`src/rtl/uart_arb_pkg.sv`:
```
// ============================================================================
// uart_arb_pkg : shared types and helpers for the uart_tx arbiter
// Revision     : 1.0
// ============================================================================
`default_nettype none

package uart_arb_pkg;

    typedef enum logic [1:0] {
        IDLE      = 2'd0,
        START     = 2'd1,
        WAIT_DONE = 2'd2,
        HOLD      = 2'd3
    } arb_state_t;

    // Successor of a requester index with wrap at n.
    function automatic int unsigned rr_next(input int unsigned idx, input int unsigned n);
        return (idx + 32'd1 >= n) ? 32'd0 : idx + 32'd1;
    endfunction

endpackage

`default_nettype wire

```
`src/rtl/rr_arbiter.sv`:
```
// ============================================================================
// rr_arbiter : combinational round-robin pick starting at rr_ptr
// Revision   : 1.0
// ============================================================================
`default_nettype none

module rr_arbiter
    import uart_arb_pkg::*;
#(
    parameter int NUM_REQ = 4
) (
    input  logic [NUM_REQ-1:0]         req,
    input  logic [$clog2(NUM_REQ)-1:0] rr_ptr,
    output logic                       any_req,
    output logic [$clog2(NUM_REQ)-1:0] gnt_idx
);

    localparam int IDW = $clog2(NUM_REQ);

    int w_off;

    function automatic int wrap(input int s);
        return (s >= NUM_REQ) ? s - NUM_REQ : s;
    endfunction

    // Rotated view: offset k corresponds to requester rr_ptr+k; lowest set offset wins.
    always_comb begin
        w_off = 0;
        for (int k = NUM_REQ - 1; k >= 0; k--) begin
            if (req[IDW'(wrap(int'(rr_ptr) + k))]) begin
                w_off = k;
            end
        end
    end

    assign any_req = |req;
    assign gnt_idx = IDW'(wrap(int'(rr_ptr) + w_off));

endmodule

`default_nettype wire

```
`src/rtl/uart_tx_arbiter.sv`:
```
// ============================================================================
// uart_tx_arbiter : round-robin, packet-locking share of one uart_tx
// Revision        : 1.0
// ============================================================================
`default_nettype none

module uart_tx_arbiter
    import uart_arb_pkg::*;
#(
    parameter int NUM_REQ      = 4,
    parameter int DATA_BITS    = 8,
    parameter int LOCK_TIMEOUT = 64
) (
    input  logic                           clk,
    input  logic                           reset_n,
    input  logic [NUM_REQ-1:0]             req_valid,
    input  logic [NUM_REQ*DATA_BITS-1:0]   req_data,
    input  logic [NUM_REQ-1:0]             req_last,
    output logic [NUM_REQ-1:0]             req_ready,
    output logic                           tx_start,
    output logic [DATA_BITS-1:0]           tx_din,
    input  logic                           tx_done_tick,
    output logic                           busy,
    output logic [$clog2(NUM_REQ)-1:0]     grant_id
);

    localparam int IDW = $clog2(NUM_REQ);
    localparam int CW  = (LOCK_TIMEOUT > 0) ? $clog2(LOCK_TIMEOUT + 1) : 1;

    arb_state_t           r_state;
    arb_state_t           w_state_d;
    logic [IDW-1:0]       r_rr_ptr;
    logic                 r_lock;
    logic [CW-1:0]        r_cnt;

    logic                 w_any_req;
    logic [IDW-1:0]       w_gnt_idx;
    logic                 w_accept;
    logic                 w_release;
    logic                 w_hold_enter;
    logic [IDW-1:0]       w_acc_idx;
    logic [NUM_REQ-1:0]   w_ready;
    logic [DATA_BITS-1:0] w_sel_data;

    rr_arbiter #(
        .NUM_REQ (NUM_REQ)
    ) u_rr (
        .req     (req_valid),
        .rr_ptr  (r_rr_ptr),
        .any_req (w_any_req),
        .gnt_idx (w_gnt_idx)
    );

    always_comb begin
        w_state_d    = r_state;
        w_accept     = 1'b0;
        w_release    = 1'b0;
        w_hold_enter = 1'b0;
        w_acc_idx    = grant_id;
        case (r_state)
            IDLE: begin
                if (w_any_req) begin
                    w_accept  = 1'b1;
                    w_acc_idx = w_gnt_idx;
                end
            end
            START: w_state_d = WAIT_DONE;
            WAIT_DONE: begin
                if (tx_done_tick) begin
                    if (!r_lock) begin
                        w_release = 1'b1;
                    end else if (req_valid[grant_id]) begin
                        w_accept = 1'b1;
                    end else if (LOCK_TIMEOUT == 0) begin
                        w_release = 1'b1;
                    end else begin
                        w_state_d    = HOLD;
                        w_hold_enter = 1'b1;
                    end
                end
            end
            HOLD: begin
                // An owner byte arriving on the final timeout cycle still wins.
                if (req_valid[grant_id]) begin
                    w_accept = 1'b1;
                end else if (int'(r_cnt) == LOCK_TIMEOUT - 1) begin
                    w_release = 1'b1;
                end
            end
            default: w_state_d = IDLE;
        endcase
        if (w_accept)  w_state_d = START;
        if (w_release) w_state_d = IDLE;
    end

    always_comb begin
        w_ready = '0;
        if (w_accept) w_ready[w_acc_idx] = 1'b1;
    end

    assign req_ready  = w_ready & {NUM_REQ{reset_n}};
    assign w_sel_data = req_data[w_acc_idx*DATA_BITS +: DATA_BITS];
    assign busy       = (r_state != IDLE);

    always_ff @(posedge clk or negedge reset_n) begin
        if (!reset_n) r_state <= IDLE;
        else          r_state <= w_state_d;
    end

    always_ff @(posedge clk or negedge reset_n) begin
        if (!reset_n) begin
            r_rr_ptr <= '0;
            r_lock   <= 1'b0;
            r_cnt    <= '0;
            grant_id <= '0;
            tx_din   <= '0;
            tx_start <= 1'b0;
        end else begin
            tx_start <= w_accept;
            if (w_accept) begin
                tx_din   <= w_sel_data;
                grant_id <= w_acc_idx;
                r_lock   <= ~req_last[w_acc_idx];
            end
            if (w_release) begin
                r_lock   <= 1'b0;
                r_rr_ptr <= IDW'(rr_next(32'(grant_id), NUM_REQ));
            end
            if (w_hold_enter)         r_cnt <= '0;
            else if (r_state == HOLD) r_cnt <= r_cnt + 1'b1;
        end
    end

endmodule

`default_nettype wire
```
`config.mk`:
```
export PLATFORM = sky130hd
export DESIGN_NAME = uart_tx_arbiter
export DESIGN_NICKNAME = d
export VERILOG_FILES = /design/src/rtl/uart_arb_pkg.sv /design/src/rtl/rr_arbiter.sv /design/src/rtl/uart_tx_arbiter.sv
export SDC_FILE = /design/constraint.sdc
export NUM_CORES = 1
export LEC_CHECK = 0
export BUFFER_PORTS_ARGS = -buffer_cell sky130_fd_sc_hd__buf_2
export CAP_MARGIN = 10
export CORE_UTILIZATION = 50
export CTS_CLUSTER_DIAMETER = 30
export CTS_CLUSTER_SIZE = 10
export DETAILED_ROUTE_END_ITERATION = 8
export HOLD_SLACK_MARGIN = 0.05
export MAX_ROUTING_LAYER = met4
export PLACE_DENSITY = 0.77
export SLEW_MARGIN = 20
export SYNTH_ARGS = -nofsm -noshare
export SYNTH_HDL_FRONTEND = slang
export SYNTH_SLANG_ARGS = --single-unit
```
`constraint.sdc`:
```
create_clock -name clk -period 3.35 [get_ports clk]
set_input_delay 0.5025 -clock clk [delete_from_list [all_inputs] [get_ports clk]]
set_output_delay 0.5025 -clock clk [all_outputs]
set_load 0.02 [all_outputs]
```
-- Word-level counts from Yosys, hierarchy flattened
Cells that the tools add are included.
- memories kept: 0
- latch bits: 0
- register bits after elaboration: 23
- bits in read-only memories: 0
- output and inout bits: 16
- logic and storage cells: 104
- bits in writable memories: 0
- input port bits: 43
- reductions and logical operators: 8
- equal/unequal tests: 7
- div/mod/pow operators: 0
- multipliers: 0
- muxes and demuxes: 55
- add/subtract/negate cells: 11
- shift-type cells: 1
- $lt $le $gt $ge: 13
- bitwise logic cells: 2
- operators by type and width (operator ; count):
    two-way mux 2 bit ; 17
    variable part select 32 x 6 -> 8 bit ; 1
    two-way mux 1 bit ; 25
    < comparator 2 x 4 -> 1 bit (second input constant) ; 4
    greater-or-equal comparator 3 bit (second input constant) ; 5
    two-way mux 7 bit ; 2
    binary-select mux 1 bit (select 2 bit) ; 6
    != test 4 bit (second input constant) ; 3
    subtractor 2 x 1 -> 2 bit (second input constant) ; 5
    adder 7 x 1 -> 7 bit (second input constant) ; 1
    == test 7 bit (second input constant) ; 1
    adder 2 x 1 -> 3 bit (second input constant) ; 2
    adder 2 x 2 -> 3 bit (second input constant) ; 2
    < comparator 2 x 3 -> 1 bit (second input constant) ; 2
    nonzero test 2 bit ; 3
    AND 4 bit ; 1
    == test 2 bit (second input constant) ; 2
    two-way mux 4 bit ; 1
    case mux 2 bit (2 select lines) ; 1
    AND reduction 4 bit ; 1
    nonzero test 4 bit ; 1
    OR reduction 4 bit ; 1
    adder 2 x 2 -> 3 bit ; 1
    greater-or-equal comparator 2 x 3 -> 1 bit (second input constant) ; 1
    other kinds (8) ; 8

-- Depth between registers and ports, before layout
- word-level depth: 21
- mapped depth: 13
- mapped depth without buffers: 11

-- Hierarchy
From an unflattened synthesis, not the netlist that was laid out.
- cell total of the unflattened synthesis: 145
- area total of the unflattened synthesis: 1629.1 µm²
- modules (own cells, without submodules) (module ; seq. area each (µm²) ; cells each ; times used ; area an instance (µm²)):
    uart_tx_arbiter ; 575.6 ; 120 ; 1 ; 1462.7
    rr_arbiter ; 0.0 ; 25 ; 1 ; 166.4

-- Least setup slack after synthesis
Ideal clock, no wire load.
- kind: input to output
- from: input req_valid[2]
- to: output req_ready[0]
- data arrival time: 2.427 ns
- required time: 2.847 ns
- slack: 0.420 ns
- buffers on the path: 3
- stages: 12
- cells stage by stage: buf_6 > nand2_1 > a21oi_1 > nor2_1 > a211oi_1 > a21oi_1 > ha_1 > mux2i_1 > buf_2 > clkbuf_1 > nand3_1 > nor2b_1
- word-level cells in the longest chain between the ends: 18
- elaborated cells on any way between the ends: 37
- those cells by class: 2 x add/sub; 3 x order compare; 29 x mux; 1 x bitwise; 2 x reduce/logical
- RTL lines (element ; line ; text):
    start, declared ; uart_tx_arbiter.sv:16 ; input logic [NUM_REQ-1:0] req_valid,
    binary-select mux 1 bit (select 2 bit) ; rr_arbiter.sv:30 ; if (req[IDW'(wrap(int'(rr_ptr) + k))]) begin
    two-way mux 1 bit (not written as such) (2 in series) ; rr_arbiter.sv:30 ;
    two-way mux 2 bit (4 in series) ; rr_arbiter.sv:30 ;
    adder 2 x 2 -> 3 bit ; rr_arbiter.sv:37 ; assign gnt_idx = IDW'(wrap(int'(rr_ptr) + w_off));
    greater-or-equal comparator 3 bit or subtractor 2 x 1 -> 2 bit (tied branches) ; rr_arbiter.sv:23 ; return (s >= NUM_REQ) ? s - NUM_REQ : s;
    two-way mux 2 bit ; rr_arbiter.sv:23 ;
    two-way mux 2 bit ; uart_tx_arbiter.sv:62 ; if (w_any_req) begin
    two-way mux 2 bit ; uart_tx_arbiter.sv:60 ; case (r_state)
    < comparator 2 x 3 -> 1 bit (not written as such) or greater-or-equal comparator 2 x 1 -> 1 bit (tied branches) ; uart_tx_arbiter.sv:98 ; if (w_accept) w_ready[w_acc_idx] = 1'b1;
    logical AND 1 bit (not written as such) ; uart_tx_arbiter.sv:98 ;
    two-way mux 1 bit (not written as such) ; uart_tx_arbiter.sv:98 ;
    demux 1 bit (select 2 bit) ; uart_tx_arbiter.sv:98 ;
    two-way mux 4 bit * ; uart_tx_arbiter.sv:98 ;
    AND 4 bit * ; uart_tx_arbiter.sv:101 ; assign req_ready = w_ready & {NUM_REQ{reset_n}};
    end, declared ; uart_tx_arbiter.sv:19 ; output logic [NUM_REQ-1:0] req_ready,
Mark *: on every way between the ends. The rest lies on a longest branch, timed or not. The select of a mux whose other input is x is not followed.

-- Final worst setup path
- from: register r_rr_ptr[1]
- to: output req_ready[0]
- word-level cells in the longest chain between the ends: 21
- elaborated cells on any way between the ends: 44
- those cells by class: 9 x add/sub; 7 x order compare; 26 x mux; 1 x bitwise; 1 x reduce/logical
- RTL lines (element ; line ; text):
    start, declared ; uart_tx_arbiter.sv:32 ; logic [IDW-1:0] r_rr_ptr;
    start signal, assigned ; uart_tx_arbiter.sv:127 ; r_rr_ptr <= IDW'(rr_next(32'(grant_id), NUM_REQ));
    adder 2 x 2 -> 3 bit ; rr_arbiter.sv:30 ;
    greater-or-equal comparator 3 bit or subtractor 2 x 1 -> 2 bit (tied branches) ; rr_arbiter.sv:23 ;
    two-way mux 2 bit ; rr_arbiter.sv:23 ;
    binary-select mux 1 bit (select 2 bit) ; rr_arbiter.sv:30 ;
    two-way mux 1 bit (not written as such) (2 in series) ; rr_arbiter.sv:30 ;
    two-way mux 2 bit (4 in series) ; rr_arbiter.sv:30 ;
    adder 2 x 2 -> 3 bit * ; rr_arbiter.sv:37 ;
    greater-or-equal comparator 3 bit or subtractor 2 x 1 -> 2 bit (tied branches) ; rr_arbiter.sv:23 ;
    two-way mux 2 bit * ; rr_arbiter.sv:23 ;
    two-way mux 2 bit * ; uart_tx_arbiter.sv:62 ;
    two-way mux 2 bit * ; uart_tx_arbiter.sv:60 ;
    < comparator 2 x 3 -> 1 bit (not written as such) or greater-or-equal comparator 2 x 1 -> 1 bit (tied branches) ; uart_tx_arbiter.sv:98 ;
    logical AND 1 bit (not written as such) ; uart_tx_arbiter.sv:98 ;
    two-way mux 1 bit (not written as such) ; uart_tx_arbiter.sv:98 ;
    demux 1 bit (select 2 bit) * ; uart_tx_arbiter.sv:98 ;
    two-way mux 4 bit * ; uart_tx_arbiter.sv:98 ;
    AND 4 bit * ; uart_tx_arbiter.sv:101 ;
Marks and branches as above.

==> results_dict.tcl <==
set metrics [dict create \
    drive_gt1_share_pct 33.8 \
    dp_hpwl_um 2760 \
    cts_tree "done" \
    setup_viol 0 \
    status "finished clean" \
    finalNonFillerCells 278 \
    clk-insertion-delay-late_ns 0.32 \
    critPathBufInv 2 \
    synth.avg_cell_area_um2 9.38 \
    max-vdd-ir-drop_mv 0.620 \
    critPathKind "reg -> out" \
    die_w_um 59.6 \
    worstSetupPathDepth 11 \
    rows 20 \
    grtUsageTotal_pct 23.0 \
    grt_overflow_total 0 \
    yosysUniqueCellTypes 40 \
    area_growth_pct 23.3 \
    wl_per_cell_um 12.9 \
    required_ns 2.85 \
    yosysSeqAreaShare_pct 34.7 \
    dr.pass1.iters 4 \
    path_cells "buf_4 > o21ai_0 > a21oi_1 > a21oi_1 > a21oi_1 > ha_1 > xor2_1 > and4_1 > o31ai_4 > nor2b_1 > buf_2" \
    drv_cap 0 \
    worstPathMaxFanout 7 \
    netlist_area_um2 1660 \
    core_area_um2 3100 \
    synth_fp_nets 227 \
    via_per_inst 5.40 \
    end_kind "output pin" \
    rr_worst_depth 12 \
    setup-tns-final_ns 0 \
    initial_utilization_pct 53.5 \
    grt_pass1_wl_um 5960 \
    cts_buffers 3 \
    rsz0062_at_grt "no" \
    clockBufferDepth 2 \
    seqCellArea_um2 577 \
    crit_slowest_cell "dfrtp_2" \
    cp-start-kind "flop" \
    cp_common_cell "a21oi_1" \
    clock_sinks 23 \
    ioPinCount 59 \
    htree_num_levels 1 \
    ys_warn_count 0 \
    maxSlewViolCount 0 \
    post-route-period-util_pct 90.2 \
    max_stage_delay_ns 0.46 \
    ant_nets 0 \
    syn_inst 177 \
    globalplace.congestion 0.810 \
    num_vias 1501 \
    grt_max_degree 28 \
    p_leak_nw 0.986 \
    ys_seq_elements 23 \
    powerDensity_nw_per_um2 952 \
    grt_pass1_vias 1361 \
    multiInputGateArea_um2 1000 \
    yosys.area.top_type "dfrtp_1" \
    ys_top_cells_by_area "dfrtp_1 35%, mux2i_1 7.8%, ha_1 5.3%" \
    die_h_um 59.6 \
    hold_depth 3 \
    cp_top_family "compound AO/OA/AOI/OAI gates" \
    drc 0 \
    drtIter0Drc 62 \
    slew_headroom_pct 64.9 \
    grt_antenna_before_repair 0 \
    dp.cells 270 \
    fin_util_pct 66.0 \
    clkTransAtPathRegs_ns 0.14 \
    final_nets 285 \
    fmax_mhz 331 \
    wirelength_um 3590 \
    hold_class "in -> reg" \
    hold_viol_final 0 \
    portBuffers 58 \
    n_antenna_cell 0 \
    timing_worst_slew_pin_value_ns 0.525 \
    fin_crit_ns 3.02 \
    critPathArrivalTime_ns 2.52 \
    cts_root_buffer "clkbuf_4" \
    finalClockSkew_ns 0.0149 \
    fillers 284 \
    yosysTopAreaCellShare_pct 34.7 \
    die-area_um2 3560 \
]
## metrics by stage
step           cell area [µm²]  hold slack (ns)  setup slack (ns)  total power [mW]
2_1_floorplan             1660            0.207             0.420              1.47
3_3_place_gp              1980            0.320             0.354              1.76
3_5_place_dp              1980            0.321             0.330              1.79
4_1_cts                   2020            0.489             0.116              1.92
5_1_grt                   2050            0.510            0.0495              2.13
6_report                  2050            0.499             0.329              1.95
## final cells by class
cell class | count | share of cell area, %
multi-input combinational | 133 | 49.1
sequential | 23 | 28.2
timing repair buffer | 66 | 17.1
tap | 44 | 2.69
inverter | 8 | 1.47
clock buffer | 3 | 1.10
clock inverter | 1 | 0.367
## final timing paths
path / end / startpoint / slack (ns)
min in group asynchronous: tx_din[0] / reset_n / 0.52
max in group asynchronous: r_rr_ptr[1] / reset_n / 2.35
hold / removal: tx_din[3] / req_data[11] / 0.50
setup reg to reg: r_lock / r_rr_ptr[1] / 0.80
setup / recovery: req_ready[0] / r_rr_ptr[1] / 0.33
hold reg to reg: tx_din[2] / tx_din[2] / 0.51
## logic make-up (layout without fill, tap and decap cells)
family / count (synthesis) / in the layout / synth area share, %
buffers and inverters: 21 / 78 / 6.10
adders and majority gates: 7 / 7 / 5.27
xor gates and xnor gates: 5 / 5 / 2.64
and+or+nand+nor: 60 / 60 / 19.5
AOI/OAI and AO/OA: 46 / 46 / 21.7
DFF: 23 / 23 / 34.7
muxes: 15 / 15 / 10.1
## registers in the layout (all words and copies together), names as in the netlist
register and cells:
grant_id 2, tx_start 1, r_state 2, r_cnt 7, r_lock 1, tx_din 8, r_rr_ptr 2
## metal layers
layer  GRT usage [%]  wire [µm]  vias up
met4            7.64         42        0
met2            35.8       1580       58
li1                -          -      766
met5               -          0        -
met1            30.2       1750      671
met3            4.37        216        6
## Yosys cell counts
cell,number
buf_2,6
o22ai_1,1
inv_1,8
xor2_1,4
mux2i_1,13
o21ai_0,12
nor2_1,11
mux2_4,1
mux4_2,1
and2b_1,1
a211oi_1,2
o31ai_4,1
o311ai_2,1
nand3b_1,1
nand2b_1,9
nand2_1,14
a21o_1,1
and3_1,1
o311ai_0,8
or2_2,1
o41ai_4,1
or3_1,2
o21a_1,1
and4_1,1
o31ai_2,1
nand4_1,2
a31oi_1,1
nor3b_1,3
and3b_1,2
buf_6,2
dfrtp_1,23
xnor2_1,1
nor3_1,2
a21oi_1,8
or4_4,1
clkbuf_1,5
o2111ai_1,8
nand3_1,4
ha_1,7
nor2b_1,5
## cells in the final DEF, fill, tap and decap left out, drive strengths merged
cell and instances:
o31ai 2, dfrtp 23, o21a 1, a21o 1, nand4 2, nand2 14, o2111ai 8, a21oi 8
and3b 2, o21ai 12, xor2 4, and3 1, or4 1, dlygate4sd3 1, a211oi 2, nand3 4
xnor2 1, o41ai 1, mux2 1, or2 1, or3 2, clkinvlp 1, nand3b 1, o22ai 1
nor3 2, a31oi 1, clkbuf 4, nor2b 5, o311ai 9, and2b 1, and4 1, ha 7
nand2b 9, mux2i 13, inv 8, nor3b 3, nor2 11, mux4 1, buf 64
## where the power goes
group          switching, mW  internal (mW)  total (mW)
sequential             0.128          0.422       0.550
clock                 0.0883         0.0456       0.134
combinational          0.728          0.536        1.26
total                  0.945           1.00        1.95
## worst min-delay path: stages
cell and delay, ns:
buf_2 0.08, o2111ai_1 0.11, o311ai_0 0.10
## timing repair
item,CTS,global route
endpoints found under the setup margin,0,4
hold buffers,1,0
endpoints found under the hold margin,1,0
gates resized for setup,0,2
buffers inserted,0,3
No activity file was read; power rests on OpenSTA's default activity.
